==> src/rtl/pseq_pkg.sv <==
// Shared types and constants for the four-phase pulse sequencer.
package pseq_pkg;

  typedef enum logic [1:0] {
    IDLE  = 2'd0,
    PULSE = 2'd1,
    GAP   = 2'd2
  } state_e;

  localparam logic [1:0] PH_P1 = 2'd0;
  localparam logic [1:0] PH_P2 = 2'd1;
  localparam logic [1:0] PH_P3 = 2'd2;
  localparam logic [1:0] PH_P4 = 2'd3;

  localparam int CYC_CNT_W = 16;

endpackage

==> src/rtl/pseq_timer.sv <==
// Loadable down-counter with hold; o_expire flags a count of zero.
module pseq_timer #(
  parameter int CNT_W = 8
) (
  input  logic             clk,
  input  logic             i_clear,
  input  logic             i_en,
  input  logic             i_load,
  input  logic [CNT_W-1:0] i_load_val,
  output logic             o_expire
);

  logic [CNT_W-1:0] r_cnt;

  // NOTE: sequential state is written with non-blocking assignments so every
  // flop samples the pre-edge values of its neighbours.
  always_ff @(posedge clk) begin
    if (i_clear) begin
      r_cnt <= '0;
    end else if (i_load) begin
      r_cnt <= i_load_val;
    end else if (i_en && (r_cnt != '0)) begin
      r_cnt <= r_cnt - CNT_W'(1);
    end
  end

  assign o_expire = (r_cnt == '0);

endmodule

==> src/rtl/phase_pulse_sequencer.sv <==
// Four-phase non-overlapping pulse sequencer with width/gap/burst control.
// Define PSEQ_CYCLE_CNT_EN to add the cyc_cnt completed-cycle counter output.
module phase_pulse_sequencer
  import pseq_pkg::*;
#(
  parameter int CNT_W   = 8,
  parameter int BURST_W = 8
) (
  input  logic               clk,
  input  logic               clear,
  input  logic               en,
  input  logic               start,
  input  logic               stop,
  input  logic [CNT_W-1:0]   width,
  input  logic [CNT_W-1:0]   gap,
  input  logic [BURST_W-1:0] burst,
  output logic               busy,
  output logic               done,
  output logic               p1,
  output logic               p2,
  output logic               p3,
  output logic               p4,
  output logic               p23,
  output logic [1:0]         phase
`ifdef PSEQ_CYCLE_CNT_EN
  ,
  output logic [CYC_CNT_W-1:0] cyc_cnt
`endif
);

  state_e             r_state, w_state_nxt;
  logic [1:0]         r_phase, w_phase_nxt;
  logic [CNT_W-1:0]   r_width_m1, r_gap, w_width_m1_in, w_tmr_val;
  logic [BURST_W-1:0] r_burst, r_burst_cnt, w_burst_cnt_nxt;
  logic               r_stop, w_stop_nxt;
  logic               w_tmr_load, w_tmr_expire;
  logic               w_start_acc, w_cyc_end, w_term, w_done_nxt;
  logic               r_busy, r_done, r_p23;
  logic [3:0]         r_pulse, w_pulse_nxt;

  assign w_width_m1_in = (width == '0) ? '0 : width - CNT_W'(1);
  assign w_term = r_stop || stop ||
                  ((r_burst != '0) && (r_burst_cnt == r_burst - BURST_W'(1)));

  pseq_timer #(.CNT_W(CNT_W)) u_timer (
    .clk        (clk),
    .i_clear    (clear),
    .i_en       (en),
    .i_load     (w_tmr_load),
    .i_load_val (w_tmr_val),
    .o_expire   (w_tmr_expire)
  );

  // NOTE: every always_comb output gets a default first so no path leaves a
  // signal unassigned and infers a latch.
  always_comb begin
    w_state_nxt     = r_state;
    w_phase_nxt     = r_phase;
    w_burst_cnt_nxt = r_burst_cnt;
    w_stop_nxt      = r_stop;
    w_tmr_load      = 1'b0;
    w_tmr_val       = '0;
    w_start_acc     = 1'b0;
    w_cyc_end       = 1'b0;
    w_done_nxt      = 1'b0;
    w_pulse_nxt     = '0;

    if ((r_state != IDLE) && stop) w_stop_nxt = 1'b1;

    // Every transition waits on en, so en=0 freezes state, phase and counts.
    case (r_state)
      IDLE: begin
        if (en && start) begin
          w_start_acc     = 1'b1;
          w_state_nxt     = PULSE;
          w_phase_nxt     = PH_P1;
          w_tmr_load      = 1'b1;
          w_tmr_val       = w_width_m1_in;
          w_burst_cnt_nxt = '0;
          w_stop_nxt      = stop;
        end
      end
      PULSE: begin
        if (en && w_tmr_expire) begin
          if (r_gap != '0) begin
            w_state_nxt = GAP;
            w_tmr_load  = 1'b1;
            w_tmr_val   = r_gap - CNT_W'(1);
          end else if (r_phase == PH_P4) begin
            w_cyc_end = 1'b1;
          end else begin
            w_phase_nxt = r_phase + 2'd1;
            w_tmr_load  = 1'b1;
            w_tmr_val   = r_width_m1;
          end
        end
      end
      GAP: begin
        if (en && w_tmr_expire) begin
          if (r_phase == PH_P4) begin
            w_cyc_end = 1'b1;
          end else begin
            w_state_nxt = PULSE;
            w_phase_nxt = r_phase + 2'd1;
            w_tmr_load  = 1'b1;
            w_tmr_val   = r_width_m1;
          end
        end
      end
      default: w_state_nxt = IDLE;
    endcase

    if (w_cyc_end) begin
      if (w_term) begin
        w_state_nxt = IDLE;
        w_done_nxt  = 1'b1;
        w_stop_nxt  = 1'b0;
      end else begin
        w_burst_cnt_nxt = r_burst_cnt + BURST_W'(1);
        w_state_nxt     = PULSE;
        w_phase_nxt     = PH_P1;
        w_tmr_load      = 1'b1;
        w_tmr_val       = r_width_m1;
      end
    end

    if (en && (w_state_nxt == PULSE)) w_pulse_nxt[w_phase_nxt] = 1'b1;
  end

  always_ff @(posedge clk) begin
    if (clear) begin
      r_state     <= IDLE;
      r_phase     <= PH_P1;
      r_burst_cnt <= '0;
      r_stop      <= 1'b0;
      r_width_m1  <= '0;
      r_gap       <= '0;
      r_burst     <= '0;
      r_busy      <= 1'b0;
      r_done      <= 1'b0;
      r_pulse     <= '0;
      r_p23       <= 1'b0;
    end else begin
      r_state     <= w_state_nxt;
      r_phase     <= w_phase_nxt;
      r_burst_cnt <= w_burst_cnt_nxt;
      r_stop      <= w_stop_nxt;
      if (w_start_acc) begin
        r_width_m1 <= w_width_m1_in;
        r_gap      <= gap;
        r_burst    <= burst;
      end
      r_busy  <= (w_state_nxt != IDLE);
      r_done  <= w_done_nxt;
      r_pulse <= w_pulse_nxt;
      r_p23   <= w_pulse_nxt[1] | w_pulse_nxt[2];
    end
  end

`ifdef PSEQ_CYCLE_CNT_EN
  logic [CYC_CNT_W-1:0] r_cyc_cnt;

  always_ff @(posedge clk) begin
    if (clear || w_start_acc) begin
      r_cyc_cnt <= '0;
    end else if (w_cyc_end && (r_cyc_cnt != '1)) begin
      r_cyc_cnt <= r_cyc_cnt + CYC_CNT_W'(1);
    end
  end

  assign cyc_cnt = r_cyc_cnt;
`endif

  assign busy  = r_busy;
  assign done  = r_done;
  assign p1    = r_pulse[0];
  assign p2    = r_pulse[1];
  assign p3    = r_pulse[2];
  assign p4    = r_pulse[3];
  assign p23   = r_p23;
  assign phase = r_phase;

endmodule

==> config.mk <==
export PLATFORM = sky130hd
export DESIGN_NAME = phase_pulse_sequencer
export DESIGN_NICKNAME = d
export VERILOG_FILES = /design/src/rtl/pseq_pkg.sv /design/src/rtl/pseq_timer.sv /design/src/rtl/phase_pulse_sequencer.sv
export SDC_FILE = /design/constraint.sdc
export NUM_CORES = 1
export LEC_CHECK = 0
export CORE_UTILIZATION = 51
export CTS_CLUSTER_SIZE = 30
export DETAILED_ROUTE_END_ITERATION = 10
export PLACE_DENSITY = 0.79
export SETUP_SLACK_MARGIN = 0.2
export SLEW_MARGIN = 40
export SYNTH_ARGS = -nofsm -noshare
export SYNTH_HDL_FRONTEND = slang
export SYNTH_SLANG_ARGS = --single-unit
==> constraint.sdc <==
create_clock -name clk -period 3.05 [get_ports clk]
set_clock_uncertainty 0.05 [all_clocks]
set_input_delay 0.305 -clock clk [delete_from_list [all_inputs] [get_ports clk]]
set_output_delay 0.305 -clock clk [all_outputs]
set_load 0.1 [all_outputs]
==> results.cfg, run 1 <==
[run_status]
status = finished, final reports clean

[min_path]
hp-class = register to register
hp-start = r_width_m1[7]
whs_endpoint = r_width_m1[7]
holdPathStages = 2

[cells_and_area]
drive_gt1_share_pct = 11.6
multi_input_area_um2 = 1960
layout.nets = 481
area_growth_syn_to_layout_pct = 19.7
fillers = 543
diodes = 0
ff_latch_area_um2 = 1040

[clock_tree]
clk_path_buf_depth = 2
clk_latency_ns = 0.30
numCtsBuffers = 5
h-tree-depth = 2
cts_root_buffer = clkbuf_8
clk_pin_slew_worst_paths_ns = 0.09
cts_tree = done
clock-sinks = 52

[pwr]
swShare_pct = 32.0
peakVddDrop_v = 0.000293
leakage_nw = 1.47
p_comb_share_pct = 29.0
internal-power_mw = 1.19
power.total_mw = 1.75
seqPwrFrac_pct = 44.2
pwr-share-clk_pct = 26.9
p_sw_uw = 561
power_density_nw_per_um2 = 473

[route]
vias = 3099
viasPerCell = 6.01
ant_nets = 0
drtIter0Drc = 233
post-route-drc-count = 0
wl_um = 7630
dr.pass1.iters = 5
avgRoutedWirePerCell_um = 14.8

[synthesis]
yosys_most_used_dff = dfxtp_1
synth_area_leaders = dfxtp_1 (34%), a21oi_1 (6.5%), nand2_1 (6.1%)
async_flop_share_pct = 0
netlist_instances = 395
syn_avg_cell_area_um2 = 7.85
syn_area_um2 = 3100
synth_area_leader_cell = dfxtp_1
synth.cells.most_frequent = dfxtp_1 (52), nand2_1 (50), a21oi_1 (40), nor2_1 (33)
yosys.cell_types.count = 60
yosysTopAreaCellShare_pct = 33.6
ys_seq_area_share_pct = 33.6
ys_warn_count = 0
synth_seq_cells = 52
synth_nets = 436
synth_most_common_cell = dfxtp_1
synth-edff-count = 0

[sta]
fin_crit_ns = 2.69
worst_slack_ns = 0.359
rsz0062_at_grt = false
clock.fmax_ghz = 0.372
max_slew_margin_pct = 50.6
min_period_over_period_pct = 88.2
maxSlewViolCount = 0
setup_viol = 0
finalHoldViolations = 0
tns_ns = 0
worst_slew_pin_slew_ns = 0.738

[floorplan]
die_w_um = 80.0
die_area_um2 = 6400
num_io_pins = 38
rows = 28
start_util_pct = 52.7
die_h_um = 80.0
coreArea_um2 = 5890

[worst_setup_path]
crit_path_start_kind = register
r2r_end = r_burst_cnt[2]
end_kind = register
crit_required_ns = 3.23
critical_path.top_delay_family = simple AND/OR/NAND/NOR gates
rr_startpoint = u_timer.r_cnt[3]
slowest_delay_ns = 0.61
path_cells = or4_4, or2_4, nor4b_4, nand2_2, buf_4, nor3_1, o21ai_0, a21oi_1
reg2reg_setup_slack_ns = 0.36
cp.arrival_ns = 2.87
cp_max_fo = 8
crit_buf_inv = 1
worst-setup-path-type = register to register
crit_slowest_cell = or4_4
reg2regPathDepth = 8

[place]
place_congestion = 0.916
port_buffers = 37
dp_hpwl_um = 5510
pre_cts_ws_ns = 0.296

[global_routing]
first_global_vias = 2686
grt_max_degree = 26
grt_remaining_overflow = 0
grt_pass1_wl_um = 12500
antenna_found_initial = 0
grt_use_total_pct = 25.2

[run]
maxCapViolCount = 0
## registers in the layout, summed over array words and instances, names as in the netlist
register and count:
r_width_m1 8, r_gap 8, p23 1, phase 2, r_stop 1, busy 1, r_burst 8, r_burst_cnt 8
u_timer.r_cnt 8, done 1, r_state 2, r_pulse 4
## final cells by class
class                           instances  area share [%]
Clock buffer                            6            1.96
Clock inverter                          2           0.944
Inverter                               14            1.42
Multi-Input combinational cell        314            52.9
Sequential cell                        52            28.1
Tap cell                               75            2.53
Timing Repair Buffer                   53            12.1
## what timing repair did
action	4_1_cts	5_1_grt
pin swaps	0	2
setup endpoints to repair	1	11
buffers inserted	0	1
hold buffers	0	0
resized for setup	1	5
## worst max-delay path by stage
stage	start	endpoint	slack, ns	cells past startpoint
2_1_floorplan	r_burst[0]	u_timer.r_cnt[5]	0.49	11
3_3_place_gp	width[0]	u_timer.r_cnt[1]	0.37	10
3_5_place_dp	r_burst[0]	r_burst_cnt[3]	0.30	9
4_1_cts	r_burst[0]	u_timer.r_cnt[0]	0.29	9
5_1_grt	r_burst[1]	u_timer.r_cnt[2]	0.20	10
6_report	u_timer.r_cnt[3]	r_burst_cnt[2]	0.36	8
## layer usage
layer / vias up / routed length [um] / part of all wire, % / track usage, %
met5: - / 0 / 0 / 0
met4: 0 / 196 / 2.6 / 12.0
met3: 20 / 397 / 5.2 / 4.46
met2: 109 / 3550 / 47 / 40.3
met1: 1457 / 3490 / 46 / 32.7
li1: 1513 / - / - / -
## layout by cell type (no fill, tap or decap), types with 5 or more instances in the layout
cell,count
a211oi_1,6
a21oi_1,39
a31oi_1,8
and3_1,8
buf_2,7
buf_4,18
clkbuf_8,5
clkdlybuf4s50_1,28
dfxtp_1,51
ha_1,12
inv_1,14
nand2_1,50
nand3_1,11
nor2_1,33
nor3_1,22
o211ai_1,6
o21ai_0,22
xnor2_1,11
xor2_1,14
## worst min-delay path: stages (launching register included)
cell and delay, ns:
dfxtp_1 0.32, nand2_1 0.05, a21oi_1 0.05
## logic make-up (layout without fill, tap and decap cells)
logic type	after synthesis	count (layout)	synth area share (%)
buf+inv	29	75	3.67
xor+xnor	25	25	7.06
flops	52	52	33.6
simple gates	161	161	27.0
mux	3	3	1.01
fa+ha+maj	12	12	4.84
compound gates	113	113	22.9
## power by group through the flow
stage          clock (mW)  sequential [mW]  combinational, mW
2_1_floorplan           0            0.794              0.341
3_3_place_gp            0            0.786              0.477
3_5_place_dp            0            0.787              0.486
4_1_cts             0.475            0.771              0.492
5_1_grt             0.502            0.780              0.557
6_report            0.471            0.775              0.508
## through the flow
step | instance area (um^2) | util, % | hold slack (ns) | std cells
floorplan | 3100 | - | 0.383 | 395
global placement | 3610 | 61.4 | 0.393 | 507
detailed placement | 3580 | 60.8 | 0.405 | 507
CTS | 3690 | 62.6 | 0.418 | 515
global route | 3710 | 63.1 | 0.427 | 516
finish | 3710 | 63.1 | 0.418 | 516
(Power assumes the default switching activity.)
==> run 2, diff against run 1 <==
--- a/config.mk
+++ b/config.mk
@@ -5,6 +5,7 @@
 export SDC_FILE = /design/constraint.sdc
 export NUM_CORES = 1
 export LEC_CHECK = 0
+export ABC_AREA = 1
 export CORE_UTILIZATION = 51
 export CTS_CLUSTER_SIZE = 30
 export DETAILED_ROUTE_END_ITERATION = 10
==> results.cfg, run 2 <==
[clock_tree]
cts-hold-fix-buffers = 0
clock-sinks = 52
cts_tree = done
numCtsBuffers = 5
h-tree-depth = 2
clk_latency_ns = 0.31
cts_root_buffer = clkbuf_8
clk_path_buf_depth = 2
post_cts_resized = 0
post-cts-setup-buffer-count = 0
clk_pin_slew_worst_paths_ns = 0.09

[cells_and_area]
final_common_cell = nand2_1
fin_util_pct = 62.0
drive_gt1_share_pct = 7.01
diodes = 0
area_growth_syn_to_layout_pct = 14.4
layout.nets = 582
fillers = 592
layout_common_cells = nand2_1 (109), nor2_1 (82), inv_1 (56)
final_cells = 617

[synthesis]
yosys_most_used_dff = dfxtp_1
synth_area_leaders = dfxtp_1 (32%), nand2_1 (12%), nor2_1 (9.4%)
synth_area_leader_cell = dfxtp_1
yosys.cell_types.count = 34
synth-edff-count = 0
synthSimpleGateAreaFrac_pct = 37.7
yosysTopAreaCellShare_pct = 31.7
syn_area_um2 = 3280
synthAdderAreaFrac_pct = 4.57
ys_seq_area_share_pct = 31.7
synth_compound_area_share_pct = 12.6
synth_nets = 549
async_flop_share_pct = 0
synth_top_family_by_area = simple AND/OR/NAND/NOR gates
synth_most_common_cell = nand2_1
synthMuxAreaShare_pct = 0
synth_xor_xnor_area_share_pct = 4.00
ys_warn_count = 0
netlist_instances = 508
synth_seq_cells = 52
syn_avg_cell_area_um2 = 6.47
synth.cells.most_frequent = nand2_1 (109), nor2_1 (82), inv_1 (57), dfxtp_1 (52), nand3_1 (45)

[worst_setup_path]
reg2reg_setup_slack_ns = 0.59
reg2regPathDepth = 16
rr_startpoint = r_burst[0]
worst-setup-path-type = register to register
cp.arrival_ns = 2.61
crit_slowest_cell = dfxtp_1
r2r_end = u_timer.r_cnt[5]
path_cells = inv_1, ha_1, nand2_1, inv_1, nor2_1, nand2_1, nor2_1, nand2_1, nor2_1, nand3_2, nand3_4, clkinv_2, nand2_1, nand2_1, nor2_1, nor2_1
slowest_delay_ns = 0.38
crit_required_ns = 3.20
end_kind = register
crit_path_start_kind = register
cp_max_fo = 27

[place]
place_congestion = 0.872
port_buffers = 37
dp_cells = 609
dp_hpwl_um = 6010

[route]
viasPerCell = 5.37
wl_um = 7780
drtIter0Drc = 286
ant_nets = 0
post-route-drc-count = 0
dr.pass1.iters = 5
vias = 3314
avgRoutedWirePerCell_um = 12.6

[global_routing]
grt_max_degree = 44
antenna_found_initial = 0
grt_use_total_pct = 25.3
grt_pass1_wl_um = 13100
grt_remaining_overflow = 0
first_global_vias = 2983

[floorplan]
die_h_um = 82.3
die_area_um2 = 6770
start_util_pct = 54.2
rows = 28
num_io_pins = 38
die_w_um = 82.3
coreArea_um2 = 6060

[sta]
min_period_over_period_pct = 80.5
fin_crit_ns = 2.46
tns_ns = 0
clock.fmax_ghz = 0.407
rsz0062_at_grt = false
worst_slew_pin_slew_ns = 0.488
maxSlewViolCount = 0
finalHoldViolations = 0
timing.hold.ws_ns = 0.452
setup_viol = 0
max_slew_margin_pct = 67.7

[min_path]
hp-class = register to register
whs_endpoint = r_width_m1[4]
hp-start = r_width_m1[4]
holdPathStages = 2

[run_status]
status = finished, final reports clean

[run]
maxCapViolCount = 0

[pwr]
leakage_nw = 1.75
peakVddDrop_v = 0.000242
power_density_nw_per_um2 = 479
## run 2: cell count changes in the layout (fill, tap and decap cells not counted), moves of 12 or more
| cell | before | now |
|---|---|---|
| nand2_1 | 50 | 109 |
| inv_1 | 14 | 56 |
| nor2_1 | 33 | 82 |
| o21ai_0 | 22 | 36 |
| nand3_1 | 11 | 45 |
| buf_4 | 18 | 4 |
| nor3_1 | 22 | 10 |
## run 2: how the worst max path moves through the flow
stage	from	endpoint	slack [ns]	cells after the start
after CTS	r_burst[0]	u_timer.r_cnt[1]	0.63	16
after global placement	en	p23	0.62	12
after detailed placement	en	p23	0.50	12
final	r_burst[0]	u_timer.r_cnt[5]	0.59	16
after global routing	r_burst[0]	u_timer.r_cnt[1]	0.27	16
after floorplan	phase[0]	u_timer.r_cnt[0]	0.75	10
## run 2: critical path: cells and delay by family, from the launching register on
family                   cells  cell delay, ns
AND/OR/NAND/NOR             12            1.20
adder cells (fa/ha/maj)      1            0.32
flip-flops                   1            0.38
buffers and inverters        3            0.40
## run 2: metal layers
metal	global-route usage [%]	share of wire [%]
met1	33.6	46
met2	41.3	46
met3	3.41	5.8
met5	0	0
met4	9.65	2.1
## run 2: stage by stage
stage / power, mW / area (um^2) / setup slack (ns)
finish: 1.80 / 3760 / 0.594
global route: 1.91 / 3760 / 0.272
CTS: 1.81 / 3760 / 0.626
detailed placement: 1.34 / 3650 / 0.498
global placement: 1.32 / 3680 / 0.623
floorplan: 1.19 / 3280 / 0.750
## run 2: logic make-up after synthesis
logic type,count (synthesis)
AND/OR/NAND/NOR,275
buffers and inverters,74
adder cells (fa/ha/maj),12
XOR/XNOR,15
AO/OA/AOI/OAI,80
flip-flops,52
## run 2: where the power goes
part	switching [mW]	total [mW]	internal, mW	leakage [nW]
Sequential	0.0515	0.783	0.731	0.425
Combinational	0.336	0.542	0.206	1.27
Clock	0.229	0.473	0.244	0.0552
Total	0.616	1.80	1.18	1.75
## run 2: final cells by class
class | count | area, um^2 | area share, %
Clock buffer | 6 | 72.6 | 1.93
Clock inverter | 2 | 35.0 | 0.933
Inverter | 61 | 235 | 6.26
Multi-Input combinational cell | 382 | 1930 | 51.5
Sequential cell | 52 | 1040 | 27.7
Tap cell | 75 | 93.8 | 2.50
Timing Repair Buffer | 39 | 345 | 9.19
==> run 3, diff against run 2 <==
==> constraint.sdc (replaced) <==
create_clock -name clk -period 2.3 [get_ports clk]
set_clock_uncertainty 0.05 [all_clocks]
set_input_delay 0.23 -clock clk [delete_from_list [all_inputs] [get_ports clk]]
set_output_delay 0.23 -clock clk [all_outputs]
set_load 0.1 [all_outputs]
==> results.cfg, run 3 (same netlist as run 2, synthesis figures left out) <==
[run_status]
status = finished, final reports clean

[worst_setup_path]
cp_common_cell = nor2_1
rr_startpoint = r_state[0]
r2r_end = u_timer.r_cnt[0]
crit_buf_inv = 3
cp.depth = 14
worst-setup-path-type = register to register
slowest_delay_ns = 0.38
crit_slowest_cell = dfxtp_1
cp_max_fo = 7
reg2reg_setup_slack_ns = 0.24
critical_path.top_delay_family = simple AND/OR/NAND/NOR gates
cp-startpoint = r_state[0]
cp.arrival_ns = 2.25
crit_required_ns = 2.49
end_kind = register
path_cells = inv_1, ha_1, inv_1, o21ai_2, nand2_2, nand3_1, nand2_1, nand2_4, buf_4, nor2_1, nand2_1, nand3_1, nor2_1, nor2_1
crit_end = u_timer.r_cnt[0]
reg2regPathDepth = 14
crit_path_start_kind = register

[place]
placed_area_um2 = 3750
dp_hpwl_um = 5960
dp_cells = 620
place_congestion = 0.871
port_buffers = 37

[clock_tree]
cts-hold-fix-buffers = 0
clock-sinks = 52
clk_latency_ns = 0.31
clk_path_buf_depth = 2
clk_pin_slew_worst_paths_ns = 0.10
h-tree-depth = 2
cts_root_buffer = clkbuf_8
cts_tree = done
numCtsBuffers = 5

[floorplan]
die_h_um = 82.3
die_w_um = 82.3
die_area_um2 = 6770
start_util_pct = 54.2
rows = 28
num_io_pins = 38
coreArea_um2 = 6060

[global_routing]
grt_use_total_pct = 25.8
grt_max_degree = 44
grt_remaining_overflow = 0
antenna_found_initial = 0
grt_pass1_wl_um = 13400
first_global_vias = 2932

[sta]
tns_ns = 0
min_period_over_period_pct = 89.7
rsz0062_at_grt = true
worst_slew_pin_slew_ns = 0.418
finalHoldViolations = 0
maxSlewViolCount = 0
clock.fmax_ghz = 0.485
max_slew_margin_pct = 72.0
fin_crit_ns = 2.06
setup_viol = 0
timing.hold.ws_ns = 0.447

[pwr]
peakVddDrop_v = 0.000345
leakage_nw = 1.84
power_density_nw_per_um2 = 597

[cells_and_area]
fin_util_pct = 66.2
fin_area_um2 = 4010
layout_common_cells = nand2_1 (103), nor2_1 (78), inv_1 (50)
diodes = 0
area_growth_syn_to_layout_pct = 22.2
final_cells = 636
final_common_cell = nand2_1
layout.nets = 601
drive_gt1_share_pct = 15.3

[route]
drtIter0Drc = 297
dr.pass1.iters = 4
post-route-drc-count = 0
wl_um = 8080
vias = 3369
ant_nets = 0
viasPerCell = 5.30
avgRoutedWirePerCell_um = 12.7

[run]
maxCapViolCount = 0

[min_path]
hp-class = input pin to register
[run 3: cell types whose count changed in the layout (fill, tap and decap cells not counted), sizes merged]
| cell | previous run | this run |
|---|---|---|
| buf | 11 | 28 |
| nand3 | 48 | 49 |
| bufinv | 1 | 0 |
| clkinvlp | 0 | 1 |
| clkbuf | 6 | 7 |
[run 3: worst min-delay path by stage]
stage | from | end | slack, ns | cells past startpoint
6_report | burst[4] | r_burst[4] | 0.45 | 3
5_1_grt | burst[4] | r_burst[4] | 0.46 | 3
4_1_cts | r_width_m1[5] | r_width_m1[5] | 0.45 | 2
3_5_place_dp | r_width_m1[5] | r_width_m1[5] | 0.43 | 2
3_3_place_gp | r_width_m1[5] | r_width_m1[5] | 0.43 | 2
2_1_floorplan | burst[4] | r_burst[4] | 0.31 | 2
[run 3: per-layer routing]
layer | wire length [um] | up-vias | GRT usage [%] | part of all wire, %
li1 | - | 1745 | - | -
met1 | 3740 | 1518 | 36.1 | 46
met2 | 3710 | 93 | 40.5 | 46
met3 | 462 | 13 | 3.41 | 5.7
met4 | 165 | 0 | 8.77 | 2.0
met5 | 0 | - | 0 | 0
[run 3: worst register-to-register path, cell delays in order, from the launching register on]
cell	delay, ns
dfxtp_1	0.38
inv_1	0.09
ha_1	0.24
inv_1	0.11
o21ai_2	0.09
nand2_2	0.12
nand3_1	0.10
nand2_1	0.15
nand2_4	0.11
buf_4	0.17
nor2_1	0.10
nand2_1	0.06
nand3_1	0.09
nor2_1	0.05
nor2_1	0.08
[run 3: per-stage QoR]
step           setup slack, ns  power (mW)
2_1_floorplan            0.280        1.58
4_1_cts                  0.208        2.36
3_3_place_gp             0.119        1.77
3_5_place_dp            0.0488        1.79
5_1_grt                 0.0711        2.56
6_report                 0.238        2.40
[run 3: final cells by class]
cell class,instances,area (um^2)
Multi-Input combinational cell,383,2030
Sequential cell,52,1050
Timing Repair Buffer,56,502
Clock buffer,7,86.3
Timing Repair inverter,1,5.00
Clock inverter,1,7.51
Tap cell,75,93.8
Inverter,61,241
Fill cell,537,2050
[run 3: power by group]
| group | switching [mW] | internal (mW) | leakage (nW) |
|---|---|---|---|
| registers | 0.0691 | 0.972 | 0.427 |
| clock network | 0.307 | 0.245 | 0.0445 |
| logic | 0.492 | 0.310 | 1.37 |
[run 3: what timing repair did]
action	in CTS	in global routing
setup endpoints to repair	19	25
cloned	2	0
pin swaps	5	7
buffers inserted	4	2
endpoints found under the hold margin	0	0
resized for setup	17	22
